===== src/rtl/addsub_seq.sv =====
// Multi-cycle two's-complement adder/subtractor. Operands are processed CHUNK bits
// per cycle, LSB chunk first, with the inter-chunk carry held in a register.
module addsub_seq #(
  parameter int unsigned WIDTH = 64,
  parameter int unsigned CHUNK = 16
) (
  input  logic             clk,
  input  logic             rst_n,
  input  logic             in_valid,
  output logic             in_ready,
  input  logic [WIDTH-1:0] a,
  input  logic [WIDTH-1:0] b,
  input  logic             sub,
  output logic             out_valid,
  input  logic             out_ready,
  output logic [WIDTH-1:0] result,
  output logic             carry,
  output logic             overflow,
  output logic             zero,
  output logic             busy
);

  localparam int unsigned N  = WIDTH / CHUNK;
  localparam int unsigned CW = (N > 1) ? $clog2(N) : 1;
  localparam logic [CW-1:0] LAST = CW'(N - 1);

  typedef enum logic [1:0] {IDLE, RUN, DONE} state_t;

  state_t           state, state_n;
  logic [WIDTH-1:0] a_r, b_r, acc_r, acc_n;
  logic             c_r;
  logic [CW-1:0]    cnt;
  logic [CHUNK:0]   csum;
  logic             last;
  int unsigned      base;

  logic [WIDTH-1:0] res_r;
  logic             carry_r, ovf_r, zero_r;

  // Narrow adder: one chunk of A plus the (possibly inverted) chunk of B plus carry-in.
  always_comb begin
    base  = CHUNK * cnt;
    csum  = {1'b0, a_r[base +: CHUNK]} + {1'b0, b_r[base +: CHUNK]} + {{CHUNK{1'b0}}, c_r};
    acc_n = acc_r;
    acc_n[base +: CHUNK] = csum[CHUNK-1:0];
    last  = (cnt == LAST);
  end

  always_ff @(posedge clk or negedge rst_n) begin
    if (!rst_n) state <= IDLE;
    else        state <= state_n;
  end

  always_comb begin
    state_n = state;
    case (state)
      IDLE:    if (in_valid)  state_n = RUN;
      RUN:     if (last)      state_n = DONE;
      DONE:    if (out_ready) state_n = IDLE;
      default: state_n = IDLE;
    endcase
  end

  always_ff @(posedge clk or negedge rst_n) begin
    if (!rst_n) begin
      a_r     <= '0;
      b_r     <= '0;
      acc_r   <= '0;
      c_r     <= 1'b0;
      cnt     <= '0;
      res_r   <= '0;
      carry_r <= 1'b0;
      ovf_r   <= 1'b0;
      zero_r  <= 1'b0;
    end else begin
      case (state)
        IDLE: if (in_valid) begin
          a_r   <= a;
          b_r   <= sub ? ~b : b;
          c_r   <= sub;
          cnt   <= '0;
          acc_r <= '0;
        end
        RUN: begin
          acc_r <= acc_n;
          c_r   <= csum[CHUNK];
          if (last) begin
            // Visible outputs only change here so they hold until the next completion.
            cnt     <= '0;
            res_r   <= acc_n;
            carry_r <= csum[CHUNK];
            ovf_r   <= (a_r[WIDTH-1] == b_r[WIDTH-1]) && (acc_n[WIDTH-1] != a_r[WIDTH-1]);
            zero_r  <= ~|acc_n;
          end else begin
            cnt <= cnt + 1'b1;
          end
        end
        default: ;
      endcase
    end
  end

  assign in_ready  = (state == IDLE);
  assign busy      = (state == RUN);
  assign out_valid = (state == DONE);
  assign result    = res_r;
  assign carry     = carry_r;
  assign overflow  = ovf_r;
  assign zero      = zero_r;

endmodule

===== config.mk =====
export PLATFORM = sky130hd
export DESIGN_NAME = addsub_seq
export DESIGN_NICKNAME = d
export VERILOG_FILES = /design/src/rtl/addsub_seq.sv
export SDC_FILE = /design/constraint.sdc
export NUM_CORES = 1
export LEC_CHECK = 0
export BUFFER_PORTS_ARGS = -buffer_cell sky130_fd_sc_hd__buf_2
export CORE_MARGIN = 10
export CORE_UTILIZATION = 25
export CTS_CLUSTER_SIZE = 24
export DETAILED_ROUTE_END_ITERATION = 8
export MAX_ROUTING_LAYER = met4
export SYNTH_ARGS = -nofsm -noshare
export SYNTH_HDL_FRONTEND = slang
export SYNTH_SLANG_ARGS = --single-unit

===== constraint.sdc =====
create_clock -name clk -period 10.6 [get_ports clk]
set_input_delay 0.53 -clock clk [delete_from_list [all_inputs] [get_ports clk]]
set_output_delay 0.53 -clock clk [all_outputs]
set_load 0.02 [all_outputs]

# After elaboration in Yosys (flattened, before gate mapping)
# Index checks and enable logic that the tools add are counted.
# word_totals
regBits	264
inputBits	133
word_cells	49
# classes
addsub	4
eq_ne	8
shift	4
mux	13
bitwise	1
n_reduce_logical	9
# op_table
cell	count
64-bit two-way mux	2
64-bit one-hot mux with 2 select lines	1
64-bit by 7-bit indexed part select with 16-bit output	2
64-bit bitwise mux	1
64-bit inverter	1
64-bit OR reduction	1
16-bit by 34-bit variable shift with 64-bit output (first input constant)	1
16-bit by 34-bit indexed part select with 64-bit output	1
6-bit negation with 34-bit output	1
16-bit by 16-bit adder with 17-bit output	1
17-bit by 1-bit adder with 17-bit output	1
2-bit two-way mux	5
2-bit one-hot mux with 3 select lines	1
2-bit AND reduction	3
2-bit equality test (second input constant)	2
2-bit by 1-bit inequality test with 1-bit output (second input constant)	2
2-bit one-hot mux with 2 select lines	1
3-bit AND reduction	1
2-bit by 1-bit adder with 2-bit output (second input constant)	1
2-bit by 1-bit equality test with 1-bit output (second input constant)	1
2-bit zero test	1
2-bit inequality test (second input constant)	1
1-bit one-hot mux with 2 select lines	1
2-bit nonzero test	1
other kinds (5)	5

# Longest topological paths before layout
# Gate-level depths: netlist of run 1.
# depth
word_depth	7
ltp_mapped	14

# Least setup slack after synthesis of run 1
# Ideal clock, no wire load.
# synth_path
path_type	flip-flop to flip-flop
start	register cnt[0]
end	register ovf_r, in the netlist overflow
setup_ns	0.124
arrival_ns	3.985
required_ns	10.476
setup_slack_ns	6.491
path_stages_with_launch	14
path_buffers	3
synth_period_minus_slack_ns	4.109
path_cell_list	dfrtp_1 -> clkbuf_1 -> buf_1 -> mux4_2 -> ha_1 -> buf_6 -> a21o_1 -> a311o_1 -> a21oi_4 -> a21oi_2 -> xnor2_4 -> a21oi_1 -> and3_1 -> o31a_1
# synth_via
elab_chain_len	7
# synth_rtl
element	line	rtl
from (decl)	32	logic [CW-1:0] cnt;
from (signal assigned)	95	cnt <= cnt + 1'b1;
64-bit by 7-bit indexed part select with 16-bit output	43	csum = {1'b0, a_r[base +: CHUNK]} + {1'b0, b_r[base +: CHUNK]} + {{CHUNK{1'b0}}, c_r};
16-bit by 16-bit adder with 17-bit output	43	
17-bit by 1-bit adder with 17-bit output	43	
16-bit by 34-bit indexed part select with 64-bit output	45	acc_n[base +: CHUNK] = csum[CHUNK-1:0];
64-bit bitwise mux	45	
1-bit inequality test	92	ovf_r <= (a_r[WIDTH-1] == b_r[WIDTH-1]) && (acc_n[WIDTH-1] != a_r[WIDTH-1]);
1-bit logical AND	92	
to (signal assigned)	92	
to (decl)	38	logic carry_r, ovf_r, zero_r;
# Parallel ways exist; a longest one is shown, timed or not.
# A chain may end at the register's enable or synchronous reset.

# Final worst setup path of run 1
# layout_path
start	register cnt[0]
end	register zero_r, in the netlist zero
# layout_via
elab_chain_len	7
# layout_rtl
element	line	rtl
64-bit by 7-bit indexed part select with 16-bit output	43	
16-bit by 16-bit adder with 17-bit output	43	
17-bit by 1-bit adder with 17-bit output	43	
16-bit by 34-bit indexed part select with 64-bit output	45	
64-bit bitwise mux	45	
64-bit OR reduction	93	zero_r <= ~|acc_n;
1-bit zero test	93	
to (signal assigned)	93	
to (decl)	38	
# Parallel ways exist; a longest one is shown, timed or not.

==> results of run 1 <==
[state kept, by name (all words and copies together), names as in the netlist]
signal	count
a_r	64
zero	1
b_r	64
acc_r	64
result	64
carry	1
cnt	2
overflow	1
state	2
c_r	1
[kinds of logic (layout without fill, tap and decap cells)]
family	after synthesis	after routing
AND/OR/NAND/NOR	495	495
AO/OA/AOI/OAI	337	337
XOR/XNOR	73	73
adder cells (fa/ha/maj)	23	23
multiplexers	33	33
buffers and inverters	108	287
flip-flops	264	264
[area by class of cell]
type,instances,area [sq um]
clock buffer,39,845.8
clock inverter,17,325.3
sequential,264,6609
multi-input combinational,961,6050
timing repair buffer,221,1179
fill,5481,35610
inverter,10,42.54
tap,680,850.8
[worst max-delay path by stage]
stage | end | slack [ps] | from
6_report | zero$_DFFE_PN0P_ | 5980 | cnt[0]$_DFFE_PN0P_
5_1_grt | zero$_DFFE_PN0P_ | 5470 | cnt[0]$_DFFE_PN0P_
4_1_cts | zero$_DFFE_PN0P_ | 5940 | cnt[0]$_DFFE_PN0P_
3_5_place_dp | zero$_DFFE_PN0P_ | 5950 | cnt[0]$_DFFE_PN0P_
3_3_place_gp | zero$_DFFE_PN0P_ | 5940 | cnt[0]$_DFFE_PN0P_
2_1_floorplan | overflow$_DFFE_PN0P_ | 6490 | cnt[0]$_DFFE_PN0P_
[stage by stage]
step / worst slack [ps] / utilization [%]
2_1_floorplan: 6491 / -
6_report: 5980 / 30.87
3_5_place_dp: 5950 / 28.60
3_3_place_gp: 5938 / 28.60
5_1_grt: 5471 / 30.87
4_1_cts: 5939 / 30.87
[layer usage]
layer / wire, um / track usage, %
met4: 696 / 2.263
met1: 19370 / 18.43
met2: 19830 / 21.74
met3: 2300 / 2.603
met5: 0 / -
[cells in the final DEF (no fill, tap or decap), drive strengths merged, types with 6 or more instances in the layout]
cell type	Yosys	final
a211oi	6	6
buf	12	221
dfrtp	264	264
xnor2	71	71
a21o	6	6
inv	9	11
nand3	17	17
nand2	338	338
bufinv	0	9
nor3	7	7
a22o	55	55
nor2	20	20
nor2b	64	64
a21oi	82	82
ha	21	21
o21ai	155	155
nor4	10	10
mux4	32	32
clkbuf	86	39
==> flow_summary_export.csv, run 1 <==
group,metric,value,unit
hold_path,min_path_type,"primary input to async pin",
clock_network,clk_pin_slew,60,ps
clock_network,h-tree-depth,1,
detailed_routing,vias,10290,
clock_network,cts.sink_count,264,
run_status,outcome,"complete, no violations",
synthesis,synth_top_family_by_area,"simple AND/OR/NAND/NOR gates",
detailed_routing,firstDrtPassIters,5,
placed_design,place_hpwl,30290,um
synthesis,synth_xor_area_share,5.047,%
clock_network,insertion_delay,580,ps
synthesis,synth-seq-cells,264,
synthesis,muxShareOfSynthArea,5.613,%
synthesis,async_reset_ff_share,100.0,%
sta,rsz0062_at_grt,"no",
sta,timing.fmax,216.4,MHz
sta,fin_setup_tns,0,ps
run,maxCapViolCount,0,
detailed_routing,wl_per_cell,19.25,um
synthesis,netlist_area,13040,sq um
clock_network,cts_resized,0,
setup_path,r2r_start,"cnt[0]$_DFFE_PN0P_",
placed_design,dpl-instance-area,14730,sq um
global_routing,grt_pass1_vias,10510,
synthesis,synth_seq_area_share,50.66,%
synthesis,synth_most_common_cell,"nand2_1",
synthesis,yosysTopAreaCellShare,50.66,%
synthesis,synthCells,1333,
placed_design,io_buffers,202,
finish,antennaDiodeCount,0,
die,row_count,83,
setup_path,slowest_stage,"buf_4",
finish,fin_cells,2192,
detailed_routing,drtIter0Drc,818,
setup_path,r2r_end,"zero$_DFFE_PN0P_",
sta,tightest_slew,1319,ps
synthesis,synth_adder_area_share,2.322,%
synthesis,yosys.area_share.simple,17.07,%
synthesis,yosys-top-cells-area,"dfrtp_1 51%, nand2_1 9.7%, o21ai_0 5.8%",
global_routing,grt_first_pass_wirelength,64590,um
synthesis,synth_warnings,0,
synthesis,synthesis.nets,1489,
die,die_x,248.4,um
finish,nNetsFinal,1644,
sta,maxSlewViolCount,0,
setup_path,arrival,5090,ps
die,initial_core_util,25.32,%
sta,skew,16.26,ps
synthesis,synth.avg_cell_area,9.782,sq um
setup_path,criticalPathCategory,"flip-flop to flip-flop",
synthesis,synth_area_leader_cell,"dfrtp_1",
clock_network,cts_hold_buf,0,
clock_network,cts_setup_buffers,0,
detailed_routing,detail-route-antenna-nets,0,
sta,finalCritPeriodShare,43.59,%
placed_design,dp.cells,2136,
setup_path,cp.depth,12,
die,num_io_pins,203,
detailed_routing,drc,0,
finish,drive_gt1_share,21.69,%
setup_path,rrSetupSlack,5980,ps
clock_network,cts-root-buf,"clkbuf_16",
setup_path,crit_required,11070,ps
clock_network,cts_tree,"done",
die,die_area,61700,sq um
synthesis,ys_types,65,
clock_network,cts.path.max_buffers,3,
detailed_routing,drt-total-wl,42190,um
setup_path,cp_max_fo,36,
clock_network,cts_made_buffers,30,
finish,final_area,15900,sq um
global_routing,track_usage,13.79,%
die,die_h,248.4,um
setup_path,cp_top_family,"compound AO/OA/AOI/OAI gates",
synthesis,ys.flop_type,"dfrtp_1",
synthesis,synth-edff-count,0,
setup_path,slowest_delay,650,ps
placed_design,gp_congestion,0.8795,
synthesis,synth.top_cells.by_count,"337 x nand2_1, 264 x dfrtp_1, 152 x o21ai_0",
die,coreArea,51510,sq um
sta,slew_headroom,11.48,%
synthesis,synth_compound_area_share,16.00,%
setup_path,critPathLaunchType,"flip-flop",
detailed_routing,viasPerCell,4.694,
sta,setup_violations,0,
global_routing,overflow,0,
global_routing,grt_max_degree,153,
sta,hold_viol_final,0,
setup_path,reg2reg_depth,12,
finish,syn_to_final_growth,21.94,%
setup_path,crit_buf_inv,1,
global_routing,antenna_found_initial,0,
setup_path,end_kind,"flip-flop",
sta,whs,1.287,ps
setup_path,path_cells,"buf_4, mux4_2, fa_1, fa_1, a21o_1, a221oi_2, xnor2_1, a211oi_1, nand3_1, a211oi_1, nand4_1, o31ai_1",
sta,period_minus_slack,4620,ps
Power of run 1 is left out: the tool's default activity adds up to more than one toggle a clock period on the data nets, which glitch-free logic cannot reach.
==> run 2, diff against run 1 <==
- clock period: 10.6 -> 4 ns (I/O delays scaled with it)
==> flow_summary_export.csv, run 2 (same netlist as run 1, synthesis figures left out) <==
group,metric,value,unit
sta,maxSlewViolCount,0,
setup_path,criticalPathCategory,"flip-flop to flip-flop",
die,num_io_pins,203,
power_and_ir_drop,p_per_area,1034,nW/um^2
hold_path,holdPathEnd,"b_r[6]$_DFFE_PN0P_",
placed_design,dp.cells,2158,
placed_design,io_buffers,202,
placed_design,gp_congestion,0.8864,
setup_path,r2r_end,"zero$_DFFE_PN0P_",
finish,mostFrequentLayoutCells,"336 x nand2_1, 262 x dfrtp_1, 200 x buf_2, 150 x o21ai_0, 129 x dlygate4sd3_1",
global_routing,antenna_found_initial,3,
sta,rsz0062_at_grt,"no",
global_routing,grt_first_pass_wirelength,69660,um
sta,timing.fmax,263.3,MHz
clock_network,insertion_delay,590,ps
global_routing,overflow,0,
global_routing,track_usage,15.07,%
setup_path,cp_max_fo,4,
finish,nNetsFinal,1796,
sta,period_minus_slack,3798,ps
sta,hold_viol_final,0,
run,maxCapViolCount,0,
global_routing,grt_max_degree,203,
finish,drive_gt1_share,21.33,%
run_status,outcome,"complete, no violations",
global_routing,grt_pass1_vias,11510,
clock_network,cts_made_buffers,31,
detailed_routing,drc,0,
detailed_routing,viasPerCell,4.751,
finish,fin_cells,2342,
setup_path,reg2reg_depth,11,
setup_path,rrSetupSlack,200,ps
setup_path,crit_required,4490,ps
hold_path,hold_start,"b[6]",
die,initial_core_util,25.32,%
setup_path,path_cells,"mux4_2, fa_1, fa_1, a21o_1, a221oi_4, nand4b_1, a211oi_2, a221oi_1, and4_1, nand4_1, o31ai_1",
sta,fin_setup_tns,0,ps
die,die_area,61700,sq um
detailed_routing,detail-route-antenna-nets,0,
sta,setup_violations,0,
clock_network,cts_tree,"done",
detailed_routing,wl_per_cell,19.74,um
finish,utilization,33.61,%
detailed_routing,drt-total-wl,46240,um
setup_path,critPathLaunchType,"flip-flop",
setup_path,end_kind,"flip-flop",
die,coreArea,51510,sq um
hold_path,min_path_type,"primary input to flip-flop",
power_and_ir_drop,p_leak,8.088,nW
sta,skew,34.10,ps
power_and_ir_drop,finalPower,17.90,mW
power_and_ir_drop,ir_drop,0.0006302,V
finish,fill_cells,5273,
clock_network,clk_pin_slew,70,ps
sta,slew_headroom,28.67,%
clock_network,cts.path.max_buffers,3,
clock_network,cts-root-buf,"clkbuf_16",
detailed_routing,firstDrtPassIters,5,
die,die_h,248.4,um
setup_path,slowest_stage,"mux4_2",
clock_network,h-tree-depth,1,
setup_path,arrival,4290,ps
detailed_routing,drtIter0Drc,763,
die,row_count,83,
finish,final_common_cell,"nand2_1",
hold_path,hold_depth,3,
clock_network,cts.sink_count,264,
finish,syn_to_final_growth,32.77,%
setup_path,r2r_start,"cnt[0]$_DFFE_PN0P_",
sta,finalCritPeriodShare,94.94,%
detailed_routing,vias,11130,
setup_path,slowest_delay,540,ps
sta,fin_ws,202.5,ps
setup_path,crit_path_frequent_cell,"fa_1",
placed_design,place_ws,222.4,ps
die,die_x,248.4,um
sta,tightest_slew,1066,ps
placed_design,place_hpwl,32820,um
[run 2: changes by cell type in the layout (fill, tap and decap cells not counted), sizes merged]
cell / before / now
clkbuf: 39 / 38
buf: 221 / 243
clkinv: 5 / 10
dlygate4sd3: 0 / 129
clkinvlp: 2 / 0
bufinv: 9 / 4
diode: 0 / 2
[run 2: how the worst max path moves through the flow]
stage                            start                    to
floorplan           cnt[0]$_DFFE_PN0P_  overflow$_DFFE_PN0P_
detailed placement  cnt[0]$_DFFE_PN0P_      zero$_DFFE_PN0P_
CTS                 cnt[0]$_DFFE_PN0P_      zero$_DFFE_PN0P_
finish              cnt[0]$_DFFE_PN0P_      zero$_DFFE_PN0P_
global placement    cnt[0]$_DFFE_PN0P_      zero$_DFFE_PN0P_
global route        cnt[0]$_DFFE_PN0P_      zero$_DFFE_PN0P_
[run 2: layout make-up]
cell class	instances	area [sq um]	area share, %
sequential	264	6609	38.17
multi-input combinational	961	6085	35.14
timing repair buffer	372	2673	15.44
clock buffer	38	852.1	4.922
tap	680	850.8	4.914
clock inverter	15	196.4	1.135
inverter	10	42.54	0.2457
antenna	2	5.005	0.02891
[run 2: what timing repair did]
item	CTS	global route
hold buffers	129	0
buffers inserted	0	0
endpoints found under the setup margin	0	1
hold endpoints to repair	242	0
gates resized for setup	0	7
[run 2: power by group]
| group | switching [mW] | internal (mW) | leakage (nW) |
|---|---|---|---|
| registers | 0.716 | 3.75 | 3.46 |
| logic | 6.73 | 3.76 | 4.10 |
| clock network | 1.18 | 1.76 | 0.523 |
| total | 8.62 | 9.28 | 8.09 |
[run 2: critical path: cells and delay by family, from the launching register on]
| kind | cells | cell delay, ps |
|---|---|---|
| AOI/OAI and AO/OA | 5 | 1260 |
| adders and majority gates | 2 | 950 |
| muxes | 1 | 540 |
| and+or+nand+nor | 3 | 530 |
| DFF | 1 | 440 |
[run 2: layer usage]
metal	track usage, %	wire length, um	vias to the layer above
li1	-	-	5228
met1	18.64	19090	5424
met2	24.73	22740	391
met3	2.871	3062	85
met4	4.242	1348	0
met5	-	0	-
[run 2: stage by stage]
step | hold slack [ps] | area [sq um]
5_1_grt | 10.42 | 17310
4_1_cts | 4.057 | 17270
6_report | 10.58 | 17310
2_1_floorplan | -95.59 | 13040
3_5_place_dp | 386.5 | 14930
3_3_place_gp | 364.6 | 14930
No activity file was read; power rests on OpenSTA's default activity.
